===== config.mk =====
export PLATFORM = sky130hd
export DESIGN_NAME = jk_excitation_driver
export DESIGN_NICKNAME = d
export VERILOG_FILES = /design/src/rtl/jk_exc_pkg.sv /design/src/rtl/jk_phase_timer.sv /design/src/rtl/jk_excitation_driver.sv
export SDC_FILE = /design/constraint.sdc
export NUM_CORES = 1
export LEC_CHECK = 0
export CORE_MARGIN = 3
export CORE_UTILIZATION = 44
export DETAILED_ROUTE_END_ITERATION = 8
export PLACE_DENSITY = 0.76
export SETUP_SLACK_MARGIN = 0.4
export SYNTH_ARGS = -nofsm -noshare
export SYNTH_HDL_FRONTEND = slang
export SYNTH_SLANG_ARGS = --single-unit

===== constraint.sdc =====
create_clock -name clk -period 1.65 [get_ports clk]
set_input_delay 0.4125 -clock clk [delete_from_list [all_inputs] [get_ports clk]]
set_output_delay 0.4125 -clock clk [all_outputs]
set_load 0.01 [all_outputs]

===== src/rtl/jk_exc_pkg.sv =====
// Shared types and helpers for the JK excitation driver: FSM state type and the
// per-bit JK excitation function.
package jk_exc_pkg;

  localparam int unsigned DEFAULT_PULSE_CYCLES = 2;

  typedef enum logic [2:0] {
    StIdle,
    StSetup,
    StCpHi,
    StCpLo,
    StCheck,
    StDone
  } jk_state_e;

  // Returns {j, k} that move a JK flip-flop from q to t; dc selects the value
  // placed on the don't-care input (0: set/reset style, 1: toggle style).
  function automatic logic [1:0] jk_excite(input logic q, input logic t, input logic dc);
    logic j;
    logic k;
    if (dc) begin
      j = q | t;
      k = ~(q & t);
    end else begin
      j = ~q & t;
      k = q & ~t;
    end
    return {j, k};
  endfunction

endpackage


===== src/rtl/jk_phase_timer.sv =====
// Phase counter for the cp high/low phases: cleared on every state entry and
// saturating at PULSE_CYCLES-1, where phase_last is raised.
module jk_phase_timer #(
  parameter int unsigned PULSE_CYCLES = 2
) (
  input  logic clk,
  input  logic rst_n,
  input  logic load,
  output logic phase_last
);

  localparam int unsigned CntW = $clog2(PULSE_CYCLES + 1);
  localparam logic [CntW-1:0] LastCnt = CntW'(PULSE_CYCLES - 1);

  logic [CntW-1:0] cnt_q;

  assign phase_last = (cnt_q == LastCnt);

  always_ff @(posedge clk or negedge rst_n) begin
    if (!rst_n) begin
      cnt_q <= '0;
    end else if (load) begin
      cnt_q <= '0;
    end else if (!phase_last) begin
      cnt_q <= cnt_q + 1'b1;
    end
  end

endmodule


===== src/rtl/jk_excitation_driver.sv =====
// Drives a bank of master-slave JK flip-flops to a requested target state with one cp pulse.
// Define JK_EXC_DRIVER_VERIFY_EN to add a post-pulse check of q_fb reported on err.
module jk_excitation_driver
  import jk_exc_pkg::*;
#(
  parameter int unsigned WIDTH        = 4,
  parameter int unsigned PULSE_CYCLES = DEFAULT_PULSE_CYCLES,
  parameter bit          DC_FILL      = 1'b0
) (
  input  logic             clk,
  input  logic             rst_n,
  input  logic             req_valid,
  output logic             req_ready,
  input  logic [WIDTH-1:0] req_target,
  input  logic [WIDTH-1:0] q_fb,
  output logic [WIDTH-1:0] jk_j,
  output logic [WIDTH-1:0] jk_k,
  output logic             jk_cp,
  output logic             busy,
  output logic             done,
  output logic             err
);

  jk_state_e        state_q, state_d;
  logic [WIDTH-1:0] j_q, k_q, exc_j, exc_k;
  logic             cp_q, busy_q, done_q;
  logic             accept, phase_last;

  // Gated with rst_n so ready reads 0 while the block is held in reset.
  assign req_ready = rst_n && (state_q == StIdle);
  assign accept    = req_valid && req_ready;

  always_comb begin
    exc_j = '0;
    exc_k = '0;
    for (int i = 0; i < WIDTH; i++) begin
      {exc_j[i], exc_k[i]} = jk_excite(q_fb[i], req_target[i], DC_FILL);
    end
  end

  always_comb begin
    state_d = state_q;
    unique case (state_q)
      StIdle:  if (accept) state_d = StSetup;
      StSetup: state_d = StCpHi;
      StCpHi:  if (phase_last) state_d = StCpLo;
`ifdef JK_EXC_DRIVER_VERIFY_EN
      StCpLo:  if (phase_last) state_d = StCheck;
`else
      StCpLo:  if (phase_last) state_d = StDone;
`endif
      StCheck: state_d = StDone;
      StDone:  state_d = StIdle;
      default: state_d = StIdle;
    endcase
  end

  jk_phase_timer #(
    .PULSE_CYCLES(PULSE_CYCLES)
  ) u_phase_timer (
    .clk       (clk),
    .rst_n     (rst_n),
    .load      (state_d != state_q),
    .phase_last(phase_last)
  );

  // Outputs are registered from the next state so cp and J/K are glitch-free.
  always_ff @(posedge clk or negedge rst_n) begin
    if (!rst_n) begin
      state_q <= StIdle;
      j_q     <= '0;
      k_q     <= '0;
      cp_q    <= 1'b0;
      busy_q  <= 1'b0;
      done_q  <= 1'b0;
    end else begin
      state_q <= state_d;
      cp_q    <= (state_d == StCpHi);
      busy_q  <= (state_d != StIdle);
      done_q  <= (state_d == StDone);
      if (accept) begin
        j_q <= exc_j;
        k_q <= exc_k;
      end else if (state_d != StSetup && state_d != StCpHi) begin
        j_q <= '0;
        k_q <= '0;
      end
    end
  end

`ifdef JK_EXC_DRIVER_VERIFY_EN
  logic [WIDTH-1:0] t_q;
  logic             err_q;

  always_ff @(posedge clk or negedge rst_n) begin
    if (!rst_n) begin
      t_q   <= '0;
      err_q <= 1'b0;
    end else begin
      if (accept) t_q <= req_target;
      err_q <= (state_q == StCheck) && (q_fb != t_q);
    end
  end

  assign err = err_q;
`else
  assign err = 1'b0;
`endif

  assign jk_j  = j_q;
  assign jk_k  = k_q;
  assign jk_cp = cp_q;
  assign busy  = busy_q;
  assign done  = done_q;

endmodule


Word-level counts from Yosys, hierarchy flattened
Index checks and enable logic that the tools add are counted.

Input port bits: 11. Output and inout bits: 13. Memory bits (writable): 0. Memories kept: 0. ROM bits: 0. Bits in latches: 0. Flip-flop bits (word level): 16.

Bitwise logic cells: 16. Shift-type cells: 0. Div/mod/pow operators: 0. Eq/ne operators: 11. Add/subtract/negate cells: 1. $mul: 0. $lt $le $gt $ge: 0. Reductions and logical operators: 6. Multiplexer cells: 9.

Operators with widths (count): $pmux 3 s5 (1); $mux 4 (3); $eq 3x2->1 const B (3); $mux 3 (3); $and 1x1->1 (8); $not 1->1 (8); $eq 3x3->1 const B (2); $mux 2 (2); $eq 3x1->1 const B (1); $logic_and 1x1->1 (3); $logic_not 3->1 (1); $ne 3x1->1 const B (1); $ne 3x2->1 const B (1); $ne 3x3->1 (1); $reduce_bool 3->1 (1); $add 2x1->2 const B (1); $eq 2x1->1 const B (1); $ne 2x1->1 const B (1); $reduce_bool 2->1 (1).

Logic depth before layout (Yosys ltp)
Depth after elaboration: 9. Depth in mapped cells: 6. Mapped depth without buffers: 5.

Modules after synthesis
Synthesis repeated with hierarchy kept, for this count alone.

Cells, all modules: 59. Area total of the unflattened synthesis: 729.4 µm².

Modules (own cells, without submodules): jk_excitation_driver (times used 1, area each 636.9 µm², cells an instance 51); jk_phase_timer (times used 1, area each 92.6 µm², cells an instance 8).

Worst setup path before layout
No wires, ideal clock.

Path kind: flip-flop to flip-flop. From: register state_q[2]. To: register j_q[0], in the netlist jk_j[0]. Arrival time: 1289 ps. Cell stages (with the launch flop): 6. Slack: 294 ps. Path through: dfrtp_1 -> buf_6 -> nor4b_4 -> and2_4 -> buf_6 -> a32o_2.

Longest elaborated chain between the ends: 8. Elaborated cells on any way between the ends: 16. Classes of those cells: eq/ne (6); mux (5); reduce/logical (5).

Ends and longest elaborated chain: start: declaration (line jk_excitation_driver.sv:24) `jk_state_e state_q, state_d;`; start signal: assignment (line jk_excitation_driver.sv:70) `state_q <= StIdle;`; start signal: assignment (line jk_excitation_driver.sv:77) `state_q <= state_d;`; $logic_not 3->1 * (line jk_excitation_driver.sv:30) `assign req_ready = rst_n && (state_q == StIdle);`; $logic_and 1x1->1 * (line jk_excitation_driver.sv:30); named net req_ready (line jk_excitation_driver.sv:13) `output logic req_ready,`; $logic_and 1x1->1 * (line jk_excitation_driver.sv:31) `assign accept = req_valid && req_ready;`; $mux 3 (line jk_excitation_driver.sv:44) `StIdle: if (accept) state_d = StSetup;`; $pmux 3 s5 (line jk_excitation_driver.sv:43) `unique case (state_q)`; $ne 3x1->1 / $ne 3x2->1 (equally long branches) (line jk_excitation_driver.sv:84) `end else if (state_d != StSetup && state_d != StCpHi) begin`; $logic_and 1x1->1 (line jk_excitation_driver.sv:84); $reduce_bool 2->1 (no source line); end signal: assignment (line jk_excitation_driver.sv:82) `j_q <= exc_j;`; end: declaration (line jk_excitation_driver.sv:25) `logic [WIDTH-1:0] j_q, k_q, exc_j, exc_k;`.

The timed path passes the listed nets; every way through them passes the cells marked *. A chain may end at the register's enable or synchronous reset.

Worst setup path in the final report
From: register state_q[2]. To: output req_ready.

Longest elaborated chain between the ends: 2.

Ends and longest elaborated chain (line): $logic_not 3->1 (jk_excitation_driver.sv:30); $logic_and 1x1->1 (jk_excitation_driver.sv:30); end: declaration (jk_excitation_driver.sv:13).

Every way passes these cells.

==> results by group <==
Detailed routing
  – Iter 0 DRT Violations: 10
  – Wirelength per Cell: 13.9 um
  – Via Count: 606
  – Vias per std cell: 5.18
  – Residual DRC: 0
  – Post-route ant nets: 0
  – Total Wirelength: between 1500 and 2000 um
  – DRT Pass-1 Iters: 4

Synth
  – Synth unique cells: 21
  – Simple-gate share of the synthesized area: 13.9%
  – Synth Area in Compound Gates: 19.6%
  – Main combinational cell family by area after synthesis: compound AO/OA/AOI/OAI gates
  – Synth Area in Adders: 1.63%
  – Syn avg cell area: 11.8 um^2
  – Synth Net Count: slightly below 80
  – Mapped cell area: about 770 um^2
  – Ys Warns: 0
  – Sequential fraction of the synthesis area: 52.2%
  – FF+latch count, synth: 16
  – Synth Instances: 65
  – Synth Area in XOR/XNOR: around 2.3%
  – Mux cell area share after synthesis: 0%

Placed design
  – PortBufs: 22
  – GPL Wtd Cong: 0.805
  – DP Wirelength: 1160 um
  – Placed cell count: 103

Layout
  – Fillcell total: roughly 120
  – Final Non-Filler Cells: 117
  – Most frequent cells in the layout: dfrtp_1, buf_4, buf_2, inv_1, clkdlybuf4s50_1
  – Ant diodes: 0
  – Share of layout cells above drive strength 1: 46.5%
  – Area Growth Syn to Fin: 40.6%
  – Area of the multi-input gates: 298 um^2
  – Final nets: 114
  – FF+latch area: around 400 um^2
  – Most common cell after layout, fill and taps aside: dfrtp_1

Timing
  – Fin crit period: 1580 ps
  – Period utilisation layout: roughly 95%
  – RSZ-0062 raised after global routing: yes
  – Slew Viols, Final: 0
  – Endpoints failing hold: 0
  – Endpoints failing setup: 0
  – Achievable Freq: about 630 MHz
  – Skew final: 2.80 ps

Clock network
  – H-tree levels: 1
  – Clock transition at path regs: ~90 ps
  – CTS root buffer: clkbuf_4
  – CTS tree: built
  – Total CTS buffers: 3
  – Clock buffer depth: 2
  – CTS sink cnt: 16
  – Hold-fix buffers at CTS: 0
  – Later-pin clock latency in the skew report: slightly below 300 ps

GRT
  – Met3 Use GR: under 10%
  – GR Util All Layers: 17.3%
  – First-pass GRT wire length: 2700 um
  – Initial antenna violation count: 0
  – GRT overflow: 0
  – GR Util met2: 32.2%
  – Vias in the first global route: 649
  – GRT Max-Usage Layer: met2
  – Largest net degree at the start of global routing: 18
  – Met1 Usage GRT: a little under a fifth

Setup path
  – Slowest-stage cell, CP: dfrtp_1
  – Startpoint Class: register
  – Crit path kind: register to primary output
  – CP max FO: 2
  – Crit-path max cell delay: 420 ps
  – Req. time, crit path: between 1000 and 1500 ps
  – Worst Path Arrival: about 1200 ps
  – CP Capture Type: primary output
  – Cell chain of the critical path: nor4b_4 > buf_2

Power
  – PwrDens: between 1500 and 2000 mW/mm^2
  – Total power: 0.00165 W
  – Pleak: 0.609 nW
  – Worst VDD drop: between 0.8 and 0.9 mV

Die
  – Starting Density: between 40% and 50%
  – Core box area: 0.00158 mm^2
  – IO Pins: 24
  – DIE AREA: roughly 0.0023 mm^2
  – Row count: 14
  – Die Y: 47.8 um
  – Die W: 47.8 um

Flow run
  – Max-cap check violation count: 0

Min path
  – Hold Crit Class: input port to async pin

Run status
  – Outcome: completed
==> registers in the layout (all words and copies together), names as in the netlist <==
name	count
done	1
state_q	3
jk_k	4
jk_j	4
jk_cp	1
u_phase_timer.cnt_q	2
busy	1
==> final cells by class <==
cell class / instances / share of cell area (%)
repair buffers: 37 / 26.9
flip-flops and latches: 16 / 37.1
well taps: 16 / 1.86
multi-input cells: 35 / 27.6
clock buffers: 4 / 3.36
inverters: 9 / 3.13
==> path summary, 6_finish.rpt <==
check                           startpoint                     end  slack [ps]  cells after the start
worst max-delay path            state_q[2]               req_ready          70                      2
worst min-delay path                 rst_n              state_q[2]         200                      2
worst max register to register  state_q[0]                 jk_j[0]         260                      5
worst min register to register     jk_j[2]                 jk_j[2]         500                      1
max in group asynchronous            rst_n  u_phase_timer.cnt_q[1]        1270                      2
min in group clk                   jk_j[2]                 jk_j[2]         500                      1
==> power by group <==
| group | switching (W) | leakage, nW | internal [W] |
|---|---|---|---|
| Combinational | 0.000407 | 0.378 | 0.000423 |
| Sequential | 0.0000653 | 0.209 | 0.000495 |
| Clock | 0.000124 | 0.0210 | 0.000135 |
| Total | 0.000596 | 0.609 | 0.00105 |
==> logic make-up after synthesis <==
| group | Yosys count |
|---|---|
| and+or+nand+nor | 16 |
| DFF | 16 |
| AOI/OAI and AO/OA | 15 |
| buffers and inverters | 14 |
| xor gates and xnor gates | 2 |
| adders and majority gates | 1 |
| other | 1 |
==> per-stage QoR <==
| stage | util, % | hold WS (ps) | TNS, ps | area, um^2 | worst slack [ps] |
|---|---|---|---|---|---|
| 2_1_floorplan | - | 117 | 0 | 767 | 294 |
| 3_3_place_gp | 63.6 | 478 | -610 | 1000 | -432 |
| 3_5_place_dp | 63.6 | 483 | -837 | 1000 | -441 |
| 4_1_cts | 66.7 | 212 | 0 | 1050 | 67.0 |
| 5_1_grt | 68.4 | 206 | 0 | 1080 | 12.1 |
| 6_report | 68.4 | 197 | 0 | 1080 | 74.5 |
==> repair_timing <==
| item | in CTS | in global routing |
|---|---|---|
| gates resized for setup | 50 | 3 |
| pin swaps | 2 | 3 |
| buffers inserted | 8 | 2 |
| endpoints found under the setup margin | 23 | 20 |
==> critical path: cells and delay by family, from the launching register on <==
| family | cells | cell delay (ps) |
|---|---|---|
| flops | 1 | 420 |
| buf+inv | 1 | 170 |
| simple gates | 1 | 280 |
==> synth_stat cells <==
cell type,instances,share of area (%)
a32o_2,8,12
buf_6,2,2.9
conb_1,1,0.49
or2b_1,1,0.98
nor2_1,3,1.5
o32ai_4,1,3.6
xor2_1,2,2.3
and3_2,1,0.98
and2_4,1,1.1
ha_1,1,1.6
a21oi_1,2,1.3
inv_1,9,4.4
clkbuf_2,1,0.65
nor3_1,3,2.0
o21ai_0,3,2.0
o211ai_1,1,0.98
buf_4,2,2.0
nand2b_4,1,1.8
dfrtp_1,16,52
nand2_1,5,2.4
nor4b_4,1,3.1
==> routing by layer <==
metal,wire (um),up-vias
met3,93,3
li1,-,296
met5,0,-
met4,25,0
met1,680,287
met2,830,20
No activity file was read; power rests on OpenSTA's default activity.
